--- config.mk ---
export PLATFORM = sky130hd
export DESIGN_NAME = demorgan_settle_timer
export DESIGN_NICKNAME = d
export VERILOG_FILES = /design/src/rtl/demorgan_pkg.sv /design/src/rtl/demorgan_settle_timer.sv
export SDC_FILE = /design/constraint.sdc
export NUM_CORES = 1
export LEC_CHECK = 0
export ABC_AREA = 1
export CAP_MARGIN = 30
export CORE_AREA = 2 2 39 41
export DETAILED_ROUTE_END_ITERATION = 12
export DIE_AREA = 0 0 41 43
export HOLD_SLACK_MARGIN = 0.06
export PLACE_DENSITY = 0.47
export SETUP_SLACK_MARGIN = 0.15
export SYNTH_ARGS = -nofsm -noshare
export SYNTH_HDL_FRONTEND = slang
export SYNTH_SLANG_ARGS = --single-unit
--- constraint.sdc ---
create_clock -name clk -period 2.7 [get_ports clk]
set_clock_uncertainty 0.05 [all_clocks]
set_input_delay 0.27 -clock clk [delete_from_list [all_inputs] [get_ports clk]]
set_output_delay 0.27 -clock clk [all_outputs]
set_load 0.01 [all_outputs]
--- src/rtl/demorgan_pkg.sv ---
// Shared encodings and limits for the De Morgan NAND-stage pattern checker.
// Latency: n/a (types only). Backpressure: n/a.
package demorgan_pkg;

  typedef enum logic [2:0] {
    ST_IDLE   = 3'd0,
    ST_DRIVE  = 3'd1,
    ST_WAIT   = 3'd2,
    ST_SAMPLE = 3'd3,
    ST_DONE   = 3'd4
  } state_t;

  localparam int SETTLE_MAX = 15;
  localparam int PASSES_MAX = 15;
  localparam int CNT_W      = $clog2(SETTLE_MAX + 1);
  localparam int SWEEP_W    = $clog2(PASSES_MAX + 1);
  localparam int ERR_W      = 4;
  localparam logic [ERR_W-1:0] ERR_MAX = 4'd15;

  // NAND written in its De Morgan form so the checker states the identity it tests.
  function automatic logic nand_expected(input logic [1:0] v);
    return ~v[1] | ~v[0];
  endfunction

endpackage

--- src/rtl/demorgan_settle_timer.sv ---
// Settle countdown: load a cycle count, expired flags the last waiting cycle.
// Latency: expired is a decode of the registered count. Backpressure: none.
module demorgan_settle_timer
  import demorgan_pkg::*;
(
  input  logic             clk,
  input  logic             rst_n,
  input  logic             load,
  input  logic [CNT_W-1:0] count_in,
  output logic             expired
);

  logic [CNT_W-1:0] cnt;

  always_ff @(posedge clk or negedge rst_n) begin
    if (!rst_n) begin
      cnt <= '0;
    end else if (load) begin
      cnt <= count_in;
    end else if (cnt != '0) begin
      cnt <= cnt - 1'b1;
    end
  end

  // The count holds 1 on the final wait cycle, so the FSM leaves WAIT on that edge.
  assign expired = (cnt <= CNT_W'(1));

endmodule

=== After elaboration in Yosys (flattened, before gate mapping) ===
Cells that the tools add are included.

* Register bits: 4
* Output and inout port bits: 1
* Input port bits: 7

* $add $sub $neg: 1
* Muxes and demuxes: 2
* Order comparisons: 1
* Reductions and logical operators: 2

{| class="wikitable"
|+ Operators by type and width
! kind !! count
|-
| two-way mux 4 bit || 2
|-
| less-or-equal comparator 4 x 1 -> 1 bit (second input constant) || 1
|-
| nonzero test 4 bit || 1
|-
| subtractor 4 x 1 -> 4 bit (second input constant) || 1
|-
| nonzero test 2 bit || 1
|}

=== Longest topological paths before layout ===
Gate-level depths: netlist of the first run.

* Depth in word-level cells: 3
* Gate-level depth with buffers: 5

=== Least setup slack after synthesis of the first run ===
OpenSTA, ideal clock, no wires.

* Path kind: reg2out
* Start: register cnt[0]
* End: output port expired
* Arrival time: 0.983 ns
* Data required time: 2.380 ns
* Slack: 1.397 ns
* Buffers on the path: 0
* Cell stages (with the launch flop): 5
* Path through: dfrtp_1 inv_1 ha_1 nor2_1 nor3_1

* Cells in the longest elaborated chain, start to end: 1

{| class="wikitable"
|+ Ends and longest elaborated chain
! element !! line !! text
|-
| start, declared || demorgan_settle_timer.sv:13 || <nowiki>logic [CNT_W-1:0] cnt;</nowiki>
|-
| start signal, assigned || demorgan_settle_timer.sv:19 || <nowiki>cnt <= count_in;</nowiki>
|-
| start signal, assigned || demorgan_settle_timer.sv:21 || <nowiki>cnt <= cnt - 1'b1;</nowiki>
|-
| less-or-equal comparator 4 x 1 -> 1 bit || demorgan_settle_timer.sv:26 || <nowiki>assign expired = (cnt <= CNT_W'(1));</nowiki>
|-
| end, declared || demorgan_settle_timer.sv:10 || <nowiki>output logic expired</nowiki>
|}

No other way between the ends.

=== Final worst setup path of the first run ===
Ends and elaborated chain as after synthesis.

==> results.md, run 1 <==
- Remaining global-route overflow: 0
- Max-slew violation count: 0
- Number of DRC violations after detailed-routing iteration 0: 7
- I/O Buffers: 7
- Critical Path End Type: primary output
- Detailed-route wire length per cell: 8.85 um
- Worst supply voltage drop on vdd: 0.000331 V
- Post-synth cell types: 12
- Worst Hold Margin: 0.190 ns
- Synth Instances: 33
- Total half-perimeter wirelength after legalization and detailed placement: about 410 um
- Maximum level of the CTS H-tree: 1
- Top flip-flop cell by instance count after synthesis: sky130_fd_sc_hd__dfrtp_1
- Pwr per Cell Area: 619 mW/mm2
- Crit Path Max Fanout: 4
- All-Layer GR Usage: 8.26%
- Cell with the most instances after synthesis: sky130_fd_sc_hd__nor2_1
- Number of clock buffers inserted by TritonCTS: 3
- Top area cells in the synthesized netlist: sky130_fd_sc_hd__dfrtp_1 (40%), sky130_fd_sc_hd__o21ai_0 (12%), sky130_fd_sc_hd__nor2_1 (11%)
- Initial cell density of the core: 18.0%
- Relative contribution of the clock network to total power: 32.2%
- Setup-failing EPs final: 0
- Number of antenna violations at the first check in global routing: 0
- Power spent charging and discharging nets: 0.0696 mW
- TritonCTS clock tree: done
- Net Sw Frac: 31.1%
- Final hold violation count: 0
- Total number of yosys warnings: 0
- CTS Root Cell: sky130_fd_sc_hd__clkbuf_4
- Die Area: between 0.0015 and 0.002 mm2
- Height of the die: 43 um
- Result of the run: finished, final reports clean
- Final clock period utilization by the worst path: 76.1%
- Achievable clock frequency: 487 MHz
- Pin count of the biggest net entering global routing: 7
- Launch point of the worst reg-to-reg path: cnt[0]$_DFFE_PN0P_
- Inserted Diodes: 0
- Count of buffers added by post-CTS timing repair for setup: 0
- Setup repair after global routing missed its margin: false
- Most area-hungry cell type in the Yosys netlist: sky130_fd_sc_hd__dfrtp_1
- Top cells by instance count after synthesis: sky130_fd_sc_hd__nor2_1 (7), sky130_fd_sc_hd__o21ai_0 (6), sky130_fd_sc_hd__nand2_1 (5), sky130_fd_sc_hd__dfrtp_1 (4), sky130_fd_sc_hd__inv_1 (3)
- Worst Path Arrival: 1.73 ns
- Syn_area_per_cell: 7.55 um2
- Final Wtd Congestion: ~0.7
- Share of flip-flops with an asynchronous set or reset after synthesis: 100%
- Via count: ~240
- TritonCTS Sinks: 4
- Fraction of layout instances using a drive strength above 1: 11.6%
- Number of global-route vias before repair: roughly 230
- Actual transition at the worst max-transition pin: a little over 0.2 ns
- Seq cells post-synth: 4
- Type of the worst min-delay path: in -> async
- Synthesis-to-finish area growth: 45.2%
- CORE AREA: 0.00138 mm2
- Registers with the highest flip-flop counts: cnt (4)
- Count of max-cap constraint violations: 0
- Slew HR: a little under nine tenths
- Final-stage net count: 54
- Total wire length: 522 um
- Worst-skew pair later-pin latency: 0.23 ns
- Register name with the most flops: cnt
- Net Count, Synth: 42
- Number of flip-flops under the largest register name: 4
- Via-per-instance ratio: between 4 and 5
- Cell area after technology mapping: between 200 and 250 um2
- Cell Rows: 14
- Area fraction of the dominant cell type after synthesis: 40.2%
- Combinational share of power: a little under a third
- Final sum of negative setup slack: 0 ns
- Number of enable-type register cells in the synthesized netlist: 0
- Sequential area share after synthesis: 40.2%
- Min Tclk post-route: 2.05 ns
- Worst setup path startpoint: cnt[0]$_DFFE_PN0P_
- Category of the worst setup path launch point: flip-flop
- Post-route ant nets: 0
- Leak pwr: 0.167 nW
- Sequential share of power: roughly 37%
- Count of boundary I/O pins: 8
- Required time reported for the critical path endpoint: 2.38 ns
- Internal Dissipation: 0.154 mW
- Hold_buf cts: 0
- DR pass1 iterations: 4
- Clock slew seen by the registers of the worst setup and hold paths: around 0.040 ns
- Number of gates resized after cts: 0
- Maximum count of clock buffers along a single path: 2
- Wire length of the first global-routing pass: 924 um
- Die X: roughly 41 um
- Residual DRC: 0
- Setup CP Type: reg -> out
## stage by stage
| step | std cells | total power [mW] | worst slack, ns | area, um2 | util, % |
|---|---|---|---|---|---|
| floorplan | 33 | 0.125 | 1.40 | 249 | - |
| global placement | 56 | 0.154 | 0.895 | 339 | 24.5 |
| detailed placement | 56 | 0.152 | 0.874 | 339 | 24.5 |
| CTS | 59 | 0.227 | 0.622 | 362 | 26.1 |
| global route | 59 | 0.243 | 0.523 | 362 | 26.1 |
| finish | 59 | 0.224 | 0.645 | 362 | 26.1 |
## cell usage in the layout (no fill, tap or decap)
cell                              count
sky130_fd_sc_hd__a21oi_1              1
sky130_fd_sc_hd__clkbuf_4             3
sky130_fd_sc_hd__clkdlybuf4s50_1      7
sky130_fd_sc_hd__dfrtp_1              4
sky130_fd_sc_hd__ha_1                 2
sky130_fd_sc_hd__inv_1                3
sky130_fd_sc_hd__inv_2                1
sky130_fd_sc_hd__nand2_1              5
sky130_fd_sc_hd__nand3_1              1
sky130_fd_sc_hd__nand3_2              1
sky130_fd_sc_hd__nor2_1               7
sky130_fd_sc_hd__nor3_1               1
sky130_fd_sc_hd__o21ai_0              6
sky130_fd_sc_hd__xor2_1               1
## power by group through the flow
stage / Combinational, mW / Sequential [mW] / Clock (mW)
after floorplan: 0.0439 / 0.0814 / 0
after global placement: 0.0701 / 0.0839 / 0
after detailed placement: 0.0685 / 0.0839 / 0
after CTS: 0.0689 / 0.0831 / 0.0749
after global routing: 0.0782 / 0.0855 / 0.0791
final: 0.0681 / 0.0836 / 0.0720
## worst max-delay path, cell delays in order (launching register included)
cell	delay, ns
sky130_fd_sc_hd__dfrtp_1	0.38
sky130_fd_sc_hd__inv_1	0.12
sky130_fd_sc_hd__ha_1	0.23
sky130_fd_sc_hd__nor2_1	0.06
sky130_fd_sc_hd__nor3_1	0.15
sky130_fd_sc_hd__clkdlybuf4s50_1	0.56
## layout make-up
type                       count  area [um2]
multi-input combinational     25         134
timing repair buffer           7        70.1
clock buffer                   3        22.5
fill                         143        1020
sequential                     4         100
tap                           16        20.0
inverter                       4        15.0
## per-layer routing
| metal | wire length (um) | up-vias | track usage, % | part of all wire (%) |
|---|---|---|---|---|
| met5 | 0 | - | 0 | 0 |
| met4 | 0 | 0 | 4.00 | 0 |
| met3 | 15 | 0 | 4.71 | 2.9 |
| met2 | 267 | 4 | 10.9 | 51 |
| met1 | 239 | 111 | 10.4 | 46 |
| li1 | - | 127 | - | - |
## path summary, 6_finish.rpt
| check | slack (ns) | cells past startpoint | to |
|---|---|---|---|
| min reg2reg | 0.59 | 2 | cnt[1]$_DFFE_PN0P_ |
| max | 0.65 | 5 | expired |
| min | 0.19 | 1 | cnt[1]$_DFFE_PN0P_ |
| max in group asynchronous | 2.24 | 1 | cnt[3]$_DFFE_PN0P_ |
| max reg2reg | 1.49 | 4 | cnt[1]$_DFFE_PN0P_ |
| min in group clk | 0.59 | 2 | cnt[1]$_DFFE_PN0P_ |
## logic make-up (layout without fill, tap and decap cells)
kind of cell	count (synthesis)	after routing	share of synthesized area, %
simple gates	15	15	26.1
compound gates	7	7	14.1
flops	4	4	40.2
buf+inv	4	14	6.03
fa+ha+maj	2	2	10.0
xor+xnor	1	1	3.52
No activity file was read; power rests on OpenSTA's default activity.
==> run 2, diff against run 1 <==
Clock period 2.7 ns to 2.11 ns, I/O delays scaled along.
==> run 2 against run 1 <==
- register-to-register slack lost 0.62 ns
- critical path depth is the same
- die area is the same
- critical endpoint unchanged
- combinational power grew 29%
- sequential power grew 27%
- clock power grew 29%
==> results.md, run 2 (same netlist as run 1, synthesis figures left out) <==
- Wire length of the first global-routing pass: 959 um (+3.8%)
- Die Area: 0.00176 mm2 (unchanged)
- Via count: 246 (+1.7%)
- Max-slew violation count: 0 (unchanged)
- Pwr per Cell Area: 790 mW/mm2 (+28%)
- Inserted Diodes: 0 (unchanged)
- Internal Dissipation: 0.197 mW (+28%)
- Relative contribution of the clock network to total power: 32.5% (+0.3 points)
- Worst Reg-to-Reg Cells: 5 (+1)
- Final sum of negative setup slack: 0 ns (unchanged)
- CORE AREA: 0.00138 mm2 (unchanged)
- Final clock period utilization by the worst path: 79.6%
- Category of the worst setup path launch point: flip-flop
- TritonCTS clock tree: done
- Combinational share of power: 30.6% (+0.2 points)
- Fraction of layout instances using a drive strength above 1: 14.0% (+2.3 points)
- Power spent charging and discharging nets: 0.0898 mW (+29%)
- Clock slew seen by the registers of the worst setup and hold paths: 0.04 ns (about the same)
- Pin count of the biggest net entering global routing: 7 (unchanged)
- Final Wtd Congestion: 0.772 (+7.1%)
- Slew HR: 86.3% (+0.16 points)
- Register name with the most flops: cnt
- Required time reported for the critical path endpoint: 1.85 ns (-0.53 ns)
- Residual DRC: 0 (unchanged)
- Maximum count of clock buffers along a single path: 2 (unchanged)
- Total wire length: 529 um (+1.3%)
- Detailed-route wire length per cell: 8.97 um (+1.3%)
- CTS Root Cell: sky130_fd_sc_hd__clkbuf_4
- Achievable clock frequency: between 500 and 600 MHz
- Via-per-instance ratio: 4.17 (+1.7%)
- DR pass1 iterations: 4 (unchanged)
- Type of the worst min-delay path: in -> async
- Net Sw Frac: 31.4% (+0.26 points)
- Setup repair after global routing missed its margin: false
- Slowest Stage Delay on Critical Path: 0.39 ns (-0.17 ns)
- Post-route ant nets: 0 (unchanged)
- Cell with the largest stage delay on the worst path: sky130_fd_sc_hd__dfrtp_1
- Most common cell after layout, fill and taps aside: sky130_fd_sc_hd__nor2_1
- Critical Path End Type: primary output
- Final hold violation count: 0 (unchanged)
- Total half-perimeter wirelength after legalization and detailed placement: 421 um (+1.6%)
- Family with the most delay on the worst path: buffers and inverters
- Number of flip-flops under the largest register name: 4 (unchanged)
- Initial cell density of the core: 18.0% (unchanged)
- Maximum level of the CTS H-tree: 1 (unchanged)
- Crit Path Max Fanout: 4 (unchanged)
- Count of max-cap constraint violations: 0 (unchanged)
- Die X: 41 um (unchanged)
- Crit-path cells: inv_1 -> ha_2 -> nor2_1 -> nor3_1 -> dlygate4sd2_1
- Worst supply voltage drop on vdd: 0.000332 V (+0.20%)
- Most frequent cells in the layout: sky130_fd_sc_hd__nor2_1 (7), sky130_fd_sc_hd__o21ai_0 (6), sky130_fd_sc_hd__clkdlybuf4s50_1 (6), sky130_fd_sc_hd__nand2_1 (5), sky130_fd_sc_hd__dfrtp_1 (4)
- Post-Place Cells: 56 (unchanged)
- Setup CP Type: reg -> out
- I/O Buffers: 7 (unchanged)
- Sequential share of power: 36.9% (-0.5 points)
- Count of buffer and inverter cells on the critical path: 2 (unchanged)
- Number of global-route vias before repair: 262 (+16%)
- Cell Rows: 14 (unchanged)
- Result of the run: finished, final reports clean
- Actual transition at the worst max-transition pin: 0.205 ns (-0.00244 ns)
- Min Tclk post-route: 1.68 ns
- Launch point of the worst reg-to-reg path: cnt[0]$_DFFE_PN0P_
- R2r setup slk: 0.87 ns (-0.62 ns)
- All-Layer GR Usage: 8.86% (+0.60 points)
- Count of boundary I/O pins: 8 (unchanged)
- Worst-skew pair later-pin latency: 0.23 ns (about the same)
- Synthesis-to-finish area growth: 45.7%
- Final-stage net count: 54 (unchanged)
- Fillcell total: 142 (-0.70%)
- Worst Path Arrival: 1.42 ns (-0.31 ns)
- Number of clock buffers inserted by TritonCTS: 3 (unchanged)
- Registers with the highest flip-flop counts: cnt (4)
- Finished Layout Cells: 59 (unchanged)
- Height of the die: 43 um (unchanged)
- Number of antenna violations at the first check in global routing: 0 (unchanged)
- Leak pwr: 0.170 nW (+1.6%)
- Capture point of the worst reg-to-reg path: cnt[1]$_DFFE_PN0P_
- Number of DRC violations after detailed-routing iteration 0: 6 (-1)
- Remaining global-route overflow: 0 (unchanged)
- Setup-failing EPs final: 0 (unchanged)
- TritonCTS Sinks: 4 (unchanged)
==> run 2: changes by cell type in the layout (fill, tap and decap cells not counted), sizes merged <==
cell           before  now
clkdlybuf4s50       7    6
dlygate4sd2         0    1
==> run 2: worst max path at each step <==
stage	startpoint	to	slack [ns]	depth (start not counted)
after floorplan	cnt[0]$_DFFE_PN0P_	expired	0.87	4
after global placement	cnt[0]$_DFFE_PN0P_	expired	0.35	5
after detailed placement	cnt[0]$_DFFE_PN0P_	expired	0.37	5
after CTS	cnt[0]$_DFFE_PN0P_	expired	0.42	5
after global routing	cnt[0]$_DFFE_PN0P_	expired	0.33	5
final	cnt[0]$_DFFE_PN0P_	expired	0.43	5
==> run 2: per-layer routing <==
metal / share of wire (%) / wire, um / vias up / GRT usage [%]
met2: 58 / 309 / 6 / 12.2
met4: 0 / 0 / 0 / 10.0
met5: 0 / 0 / - / 0
met3: 1.3 / 7 / 0 / 3.14
li1: - / - / 128 / -
met1: 40 / 211 / 112 / 9.09
==> run 2: layout make-up <==
| cell class | instances | area (um2) | share of cell area (%) |
|---|---|---|---|
| clock buffer | 3 | 22.5 | 6.21 |
| timing repair buffer | 7 | 68.8 | 19.0 |
| sequential | 4 | 100 | 27.6 |
| multi-input combinational | 25 | 136 | 37.6 |
| inverter | 4 | 15.0 | 4.14 |
| tap | 16 | 20.0 | 5.52 |
==> run 2: timing repair <==
| action | in CTS | in global routing |
|---|---|---|
| hold buffers | 0 | 0 |
| resized for setup | 2 | 0 |
| setup buffers | 0 | 0 |
| setup endpoints to repair | 1 | 0 |
==> run 2: through the flow <==
stage	setup WS (ns)	area [um2]	utilization (%)	power, mW	hold slack, ns
floorplan	0.866	249	-	0.160	-0.135
global route	0.335	363	26.2	0.312	0.130
CTS	0.417	363	26.2	0.293	0.125
global placement	0.349	339	24.5	0.197	0.382
finish	0.430	363	26.2	0.286	0.133
detailed placement	0.368	339	24.5	0.194	0.376
==> run 2: power by group through the flow <==
stage          Combinational [mW]  Sequential, mW  Clock (mW)
2_1_floorplan              0.0562           0.104           0
3_3_place_gp               0.0901           0.107           0
3_5_place_dp               0.0878           0.107           0
4_1_cts                    0.0884           0.106      0.0988
5_1_grt                     0.100           0.109       0.103
6_report                   0.0877           0.106      0.0931
